`config.mk`:
```
export PLATFORM = sky130hd
export DESIGN_NAME = tapped_delay_select_flat
export DESIGN_NICKNAME = d
export VERILOG_FILES = /design/src/rtl/tapped_delay_select_if.sv /design/src/rtl/tapped_delay_select.sv /design/src/flat_wrapper.sv
export SDC_FILE = /design/constraint.sdc
export NUM_CORES = 1
export LEC_CHECK = 0
export CORE_AREA = 2 2 64 66
export CTS_CLUSTER_DIAMETER = 100
export DETAILED_ROUTE_END_ITERATION = 8
export DIE_AREA = 0 0 66 68
export PLACE_DENSITY = 0.8
export SLEW_MARGIN = 20
export SYNTH_ARGS = -nofsm -noshare
export SYNTH_HDL_FRONTEND = slang
export SYNTH_SLANG_ARGS = --single-unit
```
`constraint.sdc`:
```
create_clock -name clk -period 3.7 [get_ports clk]
set_clock_uncertainty 0.2 [all_clocks]
set_input_delay 0.74 -clock clk [delete_from_list [all_inputs] [get_ports clk]]
set_output_delay 0.74 -clock clk [all_outputs]
set_load 0.02 [all_outputs]
```
`src/rtl/tapped_delay_select_if.sv`:
```
// Bundle of the sample, tap-select and output signals of tapped_delay_select.
// The design takes the slave side and the sample source/consumer takes the master side.
interface tapped_delay_select_if #(
    parameter int WIDTH = 8,
    parameter int SEL_W = 2
);
    logic [WIDTH-1:0] din;
    logic             din_valid;
    logic [SEL_W-1:0] sel_req;
    logic             sel_valid;
    logic             sel_ready;
    logic             sel_err;
    logic             assign_en;
    logic [WIDTH-1:0] dout;
    logic [SEL_W-1:0] dout_tap;
    logic             dout_valid;
    logic             chain_primed;

    modport master (
        output din, din_valid, sel_req, sel_valid, assign_en,
        input  sel_ready, sel_err, dout, dout_tap, dout_valid, chain_primed
    );

    modport slave (
        input  din, din_valid, sel_req, sel_valid, assign_en,
        output sel_ready, sel_err, dout, dout_tap, dout_valid, chain_primed
    );
endinterface

```
`src/rtl/tapped_delay_select.sv`:
```
// WIDTH-bit, DEPTH-stage delay line with a registered output that tracks or holds
// one run-time selectable tap; tap changes pass through a one-cycle SWITCH state.
module tapped_delay_select #(
    parameter int WIDTH = 8,
    parameter int DEPTH = 4,
    parameter int SEL_W = $clog2(DEPTH)
) (
    input  logic                 clk,
    input  logic                 reset,
    tapped_delay_select_if.slave bus
);
    localparam int CNT_W = $clog2(DEPTH + 1);
    localparam logic [SEL_W-1:0] MAX_SEL = SEL_W'(DEPTH - 1);
    localparam logic [CNT_W-1:0] FULL    = CNT_W'(DEPTH);

    typedef enum logic [1:0] {HOLD, TRACK, SWITCH} state_t;

    state_t           state_q, state_d;
    logic [WIDTH-1:0] stage_q [DEPTH];
    logic [WIDTH-1:0] stage_d [DEPTH];
    logic [CNT_W-1:0] fill_q, fill_d;
    logic [SEL_W-1:0] cur_sel_q, cur_sel_d;
    logic [WIDTH-1:0] dout_q, dout_d;
    logic [SEL_W-1:0] dout_tap_q, dout_tap_d;
    logic             dout_valid_q, dout_valid_d;
    logic             sel_err_q, sel_err_d;
    logic             sel_ready;
    logic             accept;
    logic [WIDTH-1:0] tap_val;

    always_ff @(posedge clk) begin
        if (reset) begin
            state_q <= HOLD;
        end else begin
            state_q <= state_d;
        end
    end

    // An accepted request wins over assign_en; otherwise assign_en alone picks TRACK/HOLD.
    always_comb begin
        state_d = state_q;
        if (accept) begin
            state_d = SWITCH;
        end else if (bus.assign_en) begin
            state_d = TRACK;
        end else begin
            state_d = HOLD;
        end
    end

    always_comb begin
        sel_ready = (state_q != SWITCH);
        accept    = bus.sel_valid && sel_ready;
    end

    always_comb begin
        tap_val = '0;
        for (int i = 0; i < DEPTH; i++) begin
            if (cur_sel_q == SEL_W'(i)) begin
                tap_val = stage_q[i];
            end
        end
    end

    always_comb begin
        stage_d      = stage_q;
        fill_d       = fill_q;
        cur_sel_d    = cur_sel_q;
        dout_d       = dout_q;
        dout_tap_d   = dout_tap_q;
        dout_valid_d = dout_valid_q;
        sel_err_d    = 1'b0;

        if (bus.din_valid) begin
            stage_d[0] = bus.din;
            for (int i = 1; i < DEPTH; i++) begin
                stage_d[i] = stage_q[i-1];
            end
            if (fill_q != FULL) begin
                fill_d = fill_q + CNT_W'(1);
            end
        end

        // The load uses pre-shift stage values and the tap that was current this cycle.
        if (state_q == TRACK) begin
            dout_d       = tap_val;
            dout_valid_d = (int'(fill_q) > int'(cur_sel_q));
        end

        if (state_q == SWITCH) begin
            dout_tap_d = cur_sel_q;
        end

        if (accept) begin
            if (bus.sel_req > MAX_SEL) begin
                cur_sel_d = MAX_SEL;
                sel_err_d = 1'b1;
            end else begin
                cur_sel_d = bus.sel_req;
            end
        end
    end

    always_ff @(posedge clk) begin
        if (reset) begin
            for (int i = 0; i < DEPTH; i++) begin
                stage_q[i] <= '0;
            end
            fill_q       <= '0;
            cur_sel_q    <= '0;
            dout_q       <= '0;
            dout_tap_q   <= '0;
            dout_valid_q <= 1'b0;
            sel_err_q    <= 1'b0;
        end else begin
            stage_q      <= stage_d;
            fill_q       <= fill_d;
            cur_sel_q    <= cur_sel_d;
            dout_q       <= dout_d;
            dout_tap_q   <= dout_tap_d;
            dout_valid_q <= dout_valid_d;
            sel_err_q    <= sel_err_d;
        end
    end

    assign bus.sel_ready    = sel_ready;
    assign bus.sel_err      = sel_err_q;
    assign bus.dout         = dout_q;
    assign bus.dout_tap     = dout_tap_q;
    assign bus.dout_valid   = dout_valid_q;
    assign bus.chain_primed = (fill_q == FULL);
endmodule

```
`src/flat_wrapper.sv`:
```
// flat-port wrapper written by rule: the top's interface ports become plain ports
module tapped_delay_select_flat 
#(
    parameter int WIDTH = 8,
    parameter int DEPTH = 4,
    parameter int SEL_W = $clog2(DEPTH)
)
  (clk, reset, bus_din, bus_din_valid, bus_sel_req, bus_sel_valid, bus_assign_en, bus_sel_ready, bus_sel_err, bus_dout, bus_dout_tap, bus_dout_valid, bus_chain_primed);
  tapped_delay_select_if #(.WIDTH(WIDTH), .SEL_W(SEL_W)) bus_i ();
  input  logic clk;
  input  logic reset;
  input wire logic [$bits(bus_i.din)-1:0] bus_din;
  input wire logic [$bits(bus_i.din_valid)-1:0] bus_din_valid;
  input wire logic [$bits(bus_i.sel_req)-1:0] bus_sel_req;
  input wire logic [$bits(bus_i.sel_valid)-1:0] bus_sel_valid;
  input wire logic [$bits(bus_i.assign_en)-1:0] bus_assign_en;
  output wire logic [$bits(bus_i.sel_ready)-1:0] bus_sel_ready;
  output wire logic [$bits(bus_i.sel_err)-1:0] bus_sel_err;
  output wire logic [$bits(bus_i.dout)-1:0] bus_dout;
  output wire logic [$bits(bus_i.dout_tap)-1:0] bus_dout_tap;
  output wire logic [$bits(bus_i.dout_valid)-1:0] bus_dout_valid;
  output wire logic [$bits(bus_i.chain_primed)-1:0] bus_chain_primed;
  assign bus_i.din = bus_din;
  assign bus_i.din_valid = bus_din_valid;
  assign bus_i.sel_req = bus_sel_req;
  assign bus_i.sel_valid = bus_sel_valid;
  assign bus_i.assign_en = bus_assign_en;
  assign bus_sel_ready = bus_i.sel_ready;
  assign bus_sel_err = bus_i.sel_err;
  assign bus_dout = bus_i.dout;
  assign bus_dout_tap = bus_i.dout_tap;
  assign bus_dout_valid = bus_i.dout_valid;
  assign bus_chain_primed = bus_i.chain_primed;
  tapped_delay_select #(.WIDTH(WIDTH), .DEPTH(DEPTH), .SEL_W(SEL_W)) u_core (.clk(clk), .reset(reset), .bus(bus_i));
endmodule
```
==> reports/metrics.cfg, run 1 <==
[clock_network]
cts_buffer_depth = 2
root_buffer = clkbuf_8
cts-hold-fix-buffers = 0
cts_tree = yes
path_clk_slew_ps = 80
clock_latency_ps = 300
postCtsSetupBuffers = 0
cts_buffers = 5
cts_num_sinks = 50
htree_levels = 2
cts_resized = 0

[critical_path]
worstPathCellList = inv_1 -> ha_1 -> and2_1 -> clkdlybuf4s50_1
worstPathRequired_ps = 2760
cp_slowest_cell = clkdlybuf4s50_1
r2r_setup_slack_ps = 1820
cp.buffers_inverters = 2
critPathKind = flop to primary output
crit_family = buffers and inverters
start_kind = flop
crit_arrival_ps = 1640
endpoint_kind = primary output
max_stage_delay_ps = 520
path_max_fanout = 3

[die]
core_area_um2 = 3856
start_util = 0.5344
rows = 23
boundaryPins = 29
die_x_um = 66
dieHeight_um = 68
dieArea_um2 = 4488

[detailed_routing]
num_vias = 1348
drt_wl_total_um = 3321
wire_per_inst_um = 12.48
drt_iter0_drc = 42
detail_route.vias_per_cell = 5.068
ant_nets = 0
drc = 0
dr.pass1.iters = 4

[power]
p_leak_nw = 1.043
comb_power_share = 0.109
p_int_uw = 739.8
p_sw_frac = 0.2387
p_per_area_nw_per_um2 = 404.8
pwr-share-seq = 0.590
p_sw_uw = 232.0
peakVddDrop_mv = 0.2892
pwr-share-clk = 0.302

[sta]
slew_violations = 0
worst_pin_slew_ps = 662.0
finalCritPeriodShare = 0.6967
tns_ps = 0
grt_setup_unrepaired = false
final.min_clock_period_ps = 2578
slew_headroom = 0.5586
hold_violations = 0
setup_viol = 0
fmax_mhz = 387.9

[job]
maxCapViolCount = 0

[final_layout]
postLayoutCoreUtil = 0.6226
drive_gt1_frac = 0.08333
antenna_cells = 0
nets = 235
area_growth_pct = 16.51

[min_path]
hold_path_class = flop to flop

[synthesis]
synth_edf_count = 0
synth_area_leader_cell = dfxtp_1
avgSynthCellArea_um2 = 10.62
synth_warnings = 0
async_flop_share = 0
yosys_most_used_dff = dfxtp_1
synth_top_area_frac = 0.4857
syn_nets = 213
ys_seq_elements = 50
synth-seq-area-share = 0.4857
ys_types = 24
synth_area_um2 = 2061
synthTopCellsByCount = dfxtp_1, nor2_1, mux2i_1
synth.area.top_cells = dfxtp_1, mux2i_1, mux4_2
synth_most_common_cell = dfxtp_1
postSynthCellCount = 194

[global_route]
overflow = 0
grt_antenna_before_repair = 0
grt_pass1_wl_um = 5333
grt_use_total = 0.1595
grt_max_degree = 51
grt_pass1_vias = 1187

[placement]
place_congestion = 0.7825
portBuffers = 27
dp_hpwl_um = 2213

[outcome]
status = finished clean

## worst reg2reg max path: cells and delay by family, from the launching register on
family | cells | cell delay [ps]
mux | 2 | 750
flops | 1 | 740
simple gates | 1 | 60
## state kept, by name, summed over array words and instances (netlist names)
register	count
u_core.stage_q	32
u_core.bus.dout_valid	1
u_core.fill_q	3
u_core.bus.dout	8
u_core.state_q	2
u_core.cur_sel_q	2
u_core.bus.dout_tap	2
## routing by layer
| metal | wire, um | global-route usage | part of all wire |
|---|---|---|---|
| met1 | 1555 | 0.1871 | 0.47 |
| met2 | 1587 | 0.2715 | 0.48 |
| met3 | 114 | 0.04934 | 0.034 |
| met4 | 63 | 0.06888 | 0.019 |
| met5 | 0 | 0 | 0 |
## layout by cell type (no fill, tap or decap)
cell | Yosys | routed
clkbuf_8 | 0 | 5
conb_1 | 1 | 1
o21ai_0 | 3 | 3
and4b_1 | 1 | 1
nor2b_1 | 2 | 2
nand2_1 | 6 | 6
a21oi_1 | 5 | 5
buf_4 | 5 | 2
clkinv_2 | 0 | 2
mux4_2 | 8 | 8
buf_2 | 2 | 1
mux2i_1 | 41 | 41
nand2b_1 | 1 | 1
clkdlybuf4s50_1 | 0 | 26
dfxtp_1 | 50 | 50
nor3_1 | 1 | 1
nand3_1 | 2 | 2
a221oi_1 | 1 | 1
ha_1 | 4 | 4
a21boi_1 | 1 | 1
nor2_1 | 44 | 44
inv_1 | 6 | 6
xnor2_1 | 1 | 1
and3b_1 | 1 | 1
and2_1 | 1 | 1
## layout make-up
cell class,instances,area (um2)
Tap cell,50,62.56
Clock inverter,2,10.01
Timing Repair Buffer,29,280.3
Fill cell,328,1455
Multi-Input combinational cell,124,955.9
Inverter,6,22.52
Clock buffer,5,68.82
Sequential cell,50,1001
## power groups by stage
stage	sequential (mW)	combinational, mW	clock [mW]
after global placement	0.585	0.104	0
after CTS	0.574	0.107	0.305
after detailed placement	0.586	0.106	0
after floorplan	0.580	0.0799	0
after global routing	0.576	0.116	0.324
final	0.573	0.106	0.293
## final timing paths
check        depth (start not counted)                    from                      to
max                                  4        u_core.fill_q[0]        bus_chain_primed
min                                  2  u_core.bus.dout_tap[1]  u_core.bus.dout_tap[1]
max reg2reg                          3     u_core.cur_sel_q[0]      u_core.bus.dout[6]
min reg2reg                          2  u_core.bus.dout_tap[1]  u_core.bus.dout_tap[1]
## cell families (layout without fill, tap and decap cells)
logic type,Yosys count,count (layout),synth area share
fa+ha+maj,4,4,0.02429
compound gates,10,10,0.02732
other cells,1,1,0.001820
xor+xnor,1,1,0.004251
simple gates,59,59,0.1196
flops,50,50,0.4857
buf+inv,20,42,0.05039
mux,49,49,0.2866
## stage by stage
step	hold WS, ps	setup slack [ps]	cell area [um2]	std cells	power (mW)
after floorplan	254.8	1938	2061	194	0.6603
after global placement	252.0	1466	2322	259	0.6893
after detailed placement	247.0	1444	2322	259	0.6921
after CTS	258.3	1105	2401	266	0.9848
after global routing	290.4	1025	2401	266	1.016
final	256.9	1122	2401	266	0.9719
Note: power is estimated with default switching activity, not from simulation.
==> run 2, diff against run 1 <==
--- a/config.mk
+++ b/config.mk
@@ -5,11 +5,11 @@
 export SDC_FILE = /design/constraint.sdc
 export NUM_CORES = 1
 export LEC_CHECK = 0
-export CORE_AREA = 2 2 64 66
+export CORE_AREA = 2 2 66 68
 export CTS_CLUSTER_DIAMETER = 100
 export DETAILED_ROUTE_END_ITERATION = 8
-export DIE_AREA = 0 0 66 68
-export PLACE_DENSITY = 0.8
+export DIE_AREA = 0 0 68 70
+export PLACE_DENSITY = 0.75
 export SLEW_MARGIN = 20
 export SYNTH_ARGS = -nofsm -noshare
 export SYNTH_HDL_FRONTEND = slang
==> constraint.sdc (replaced) <==
create_clock -name clk -period 2.7 [get_ports clk]
set_clock_uncertainty 0.2 [all_clocks]
set_input_delay 0.54 -clock clk [delete_from_list [all_inputs] [get_ports clk]]
set_output_delay 0.54 -clock clk [all_outputs]
set_load 0.02 [all_outputs]
==> reports/metrics.cfg, run 2 (synthesized netlist as in run 1, its figures left out) <==
[placement]
portBuffers = 27  ; unchanged
dpl_cell_area_um2 = 2345  ; +0.97%
dp_hpwl_um = 2261  ; +2.2%
place_congestion = 0.6930  ; -11%

[critical_path]
endpoint_kind = primary output
r2r-end = u_core.bus.dout[1]
r2r-start = u_core.cur_sel_q[0]
reg2reg_depth = 3  ; unchanged
critPathKind = flop to primary output
crit_arrival_ps = 1640  ; about the same
worstPathCellList = nor2b_1 -> inv_1 -> clkdlybuf4s50_1
worstPathRequired_ps = 1960  ; -800 ps
cp_slowest_cell = clkdlybuf4s50_1
r2r_setup_slack_ps = 800  ; -1020 ps
max_stage_delay_ps = 570  ; +50 ps
start_kind = flop
startpoint = u_core.state_q[1]
path_max_fanout = 6  ; +3

[sta]
worst_pin_slew_ps = 678.4  ; +16.39 ps
grt_setup_unrepaired = false
final.min_clock_period_ps = 2385
finalCritPeriodShare = 0.8832
slew_violations = 0  ; unchanged
hold_violations = 0  ; unchanged
tns_ps = 0  ; unchanged
setup_viol = 0  ; unchanged
slew_headroom = 0.5471  ; -0.01155
fmax_mhz = 419.4

[clock_network]
path_clk_slew_ps = 80  ; about the same
htree_levels = 2  ; unchanged
cts_buffers = 5  ; unchanged
cts_buffer_depth = 2  ; unchanged
cts_tree = yes
root_buffer = clkbuf_8
cts-hold-fix-buffers = 0  ; unchanged
cts_resized = 0  ; unchanged
cts_num_sinks = 50  ; unchanged
postCtsSetupBuffers = 0  ; unchanged
clock_latency_ps = 300  ; about the same

[final_layout]
largest_reg_flops = 32  ; unchanged
final_common_cell = dfxtp_1
antenna_cells = 0  ; unchanged
layout_common_cells = dfxtp_1, nor2_1, mux2i_1
nFillCells = 351  ; +7.0%
area_growth_pct = 19.13
fin_area_um2 = 2455  ; +2.2%
regMostFlops = u_core.stage_q
register_area_um2 = 1001  ; unchanged
postLayoutCoreUtil = 0.5924  ; -0.03026
nets = 236  ; +0.43%
drive_gt1_frac = 0.08716  ; +0.003823
multiInputGateArea_um2 = 955.9  ; unchanged

[detailed_routing]
detail_route.vias_per_cell = 5.126  ; +1.1%
wire_per_inst_um = 12.54  ; +0.45%
num_vias = 1384  ; +2.7%
ant_nets = 0  ; unchanged
drt_iter0_drc = 69  ; +64%
drc = 0  ; unchanged
drt_wl_total_um = 3386  ; +2.0%
dr.pass1.iters = 4  ; unchanged

[min_path]
hold_path_class = flop to flop
hold_path_depth = 2  ; unchanged
hp-start = u_core.bus.dout_tap[0]
whs_endpoint = u_core.bus.dout_tap[0]

[global_route]
gr-usage-met3 = 0.03382  ; -0.01553
grt_antenna_before_repair = 0  ; unchanged
grt_max_degree = 35  ; -31%
top_usage_layer = met2
overflow = 0  ; unchanged
grt_use_met2 = 0.2513  ; -0.02012
grt_use_total = 0.1548  ; -0.004734
grt_pass1_vias = 1315  ; +11%
met1_usage = 0.1960  ; +0.008927
grt_pass1_wl_um = 5623  ; +5.4%

[die]
boundaryPins = 29  ; unchanged
die_x_um = 68  ; +3.0%
rows = 24  ; +4.3%
start_util = 0.4973  ; -0.03711
dieArea_um2 = 4760  ; +6.1%
core_area_um2 = 4144  ; +7.5%
dieHeight_um = 70  ; +2.9%

[outcome]
status = finished clean

[power]
peakVddDrop_mv = 0.3723  ; +29%
p_total_mw = 1.443  ; +48%
p_per_area_nw_per_um2 = 587.7  ; +45%
p_leak_nw = 1.060  ; +1.6%

[job]
maxCapViolCount = 0  ; unchanged

[run 2: cell count changes in the layout (fill, tap and decap cells not counted), sizes merged]
| cell | previous run | this run |
|---|---|---|
| buf | 3 | 4 |
| bufinv | 0 | 1 |
| clkbuf | 5 | 6 |
| clkinv | 2 | 0 |
| clkinvlp | 0 | 1 |
[run 2: final cells by class]
| class | instances | area share |
|---|---|---|
| flip-flops and latches | 50 | 0.4077 |
| multi-input cells | 124 | 0.3894 |
| repair buffers | 30 | 0.1223 |
| clock buffers | 6 | 0.02956 |
| well taps | 52 | 0.02650 |
| clock inverters | 2 | 0.01529 |
| inverters | 6 | 0.009174 |
[run 2: how the worst max path moves through the flow]
stage / to / slack, ps / cells after the start
after floorplan: bus_chain_primed / 1140 / 3
after global placement: u_core.stage_q[11] / 600 / 3
after detailed placement: u_core.stage_q[3] / 570 / 3
after CTS: bus_chain_primed / 300 / 4
after global routing: bus_sel_ready / 200 / 3
final: bus_sel_ready / 320 / 3
[run 2: power by group]
| group | total, mW | switching [mW] | internal (mW) | leakage, nW |
|---|---|---|---|---|
| clock network | 0.509 | 0.233 | 0.276 | 0.0514 |
| registers | 0.786 | 0.0243 | 0.761 | 0.407 |
| logic | 0.148 | 0.0666 | 0.0814 | 0.602 |
| total | 1.44 | 0.324 | 1.12 | 1.06 |
[run 2: routing by layer]
| metal | part of all wire | wire (um) |
|---|---|---|
| met1 | 0.46 | 1554 |
| met2 | 0.49 | 1671 |
| met3 | 0.032 | 109 |
| met4 | 0.015 | 50 |
| met5 | 0 | 0 |
[run 2: through the flow]
stage / instances / setup slack [ps] / hold slack, ps
2_1_floorplan: 194 / 1138 / 254.8
3_3_place_gp: 262 / 595.1 / 248.3
3_5_place_dp: 262 / 570.7 / 256.9
4_1_cts: 270 / 302.1 / 268.7
5_1_grt: 270 / 202.9 / 297.2
6_report: 270 / 315.4 / 263.0
[run 2: worst max-delay path, delay by kind of cell, from the launching register on]
kind	cells	cell delay, ps
buf+inv	2	740
simple gates	1	280
flops	1	330
==> run 3, diff against run 2 <==
--- a/config.mk
+++ b/config.mk
@@ -9,6 +9,7 @@
 export CTS_CLUSTER_DIAMETER = 100
 export DETAILED_ROUTE_END_ITERATION = 8
 export DIE_AREA = 0 0 68 70
+export GPL_ROUTABILITY_DRIVEN = 0
 export PLACE_DENSITY = 0.75
 export SLEW_MARGIN = 20
 export SYNTH_ARGS = -nofsm -noshare
==> results of run 3 <==
The final DEF is identical to that of run 2; final timing and power are the same.
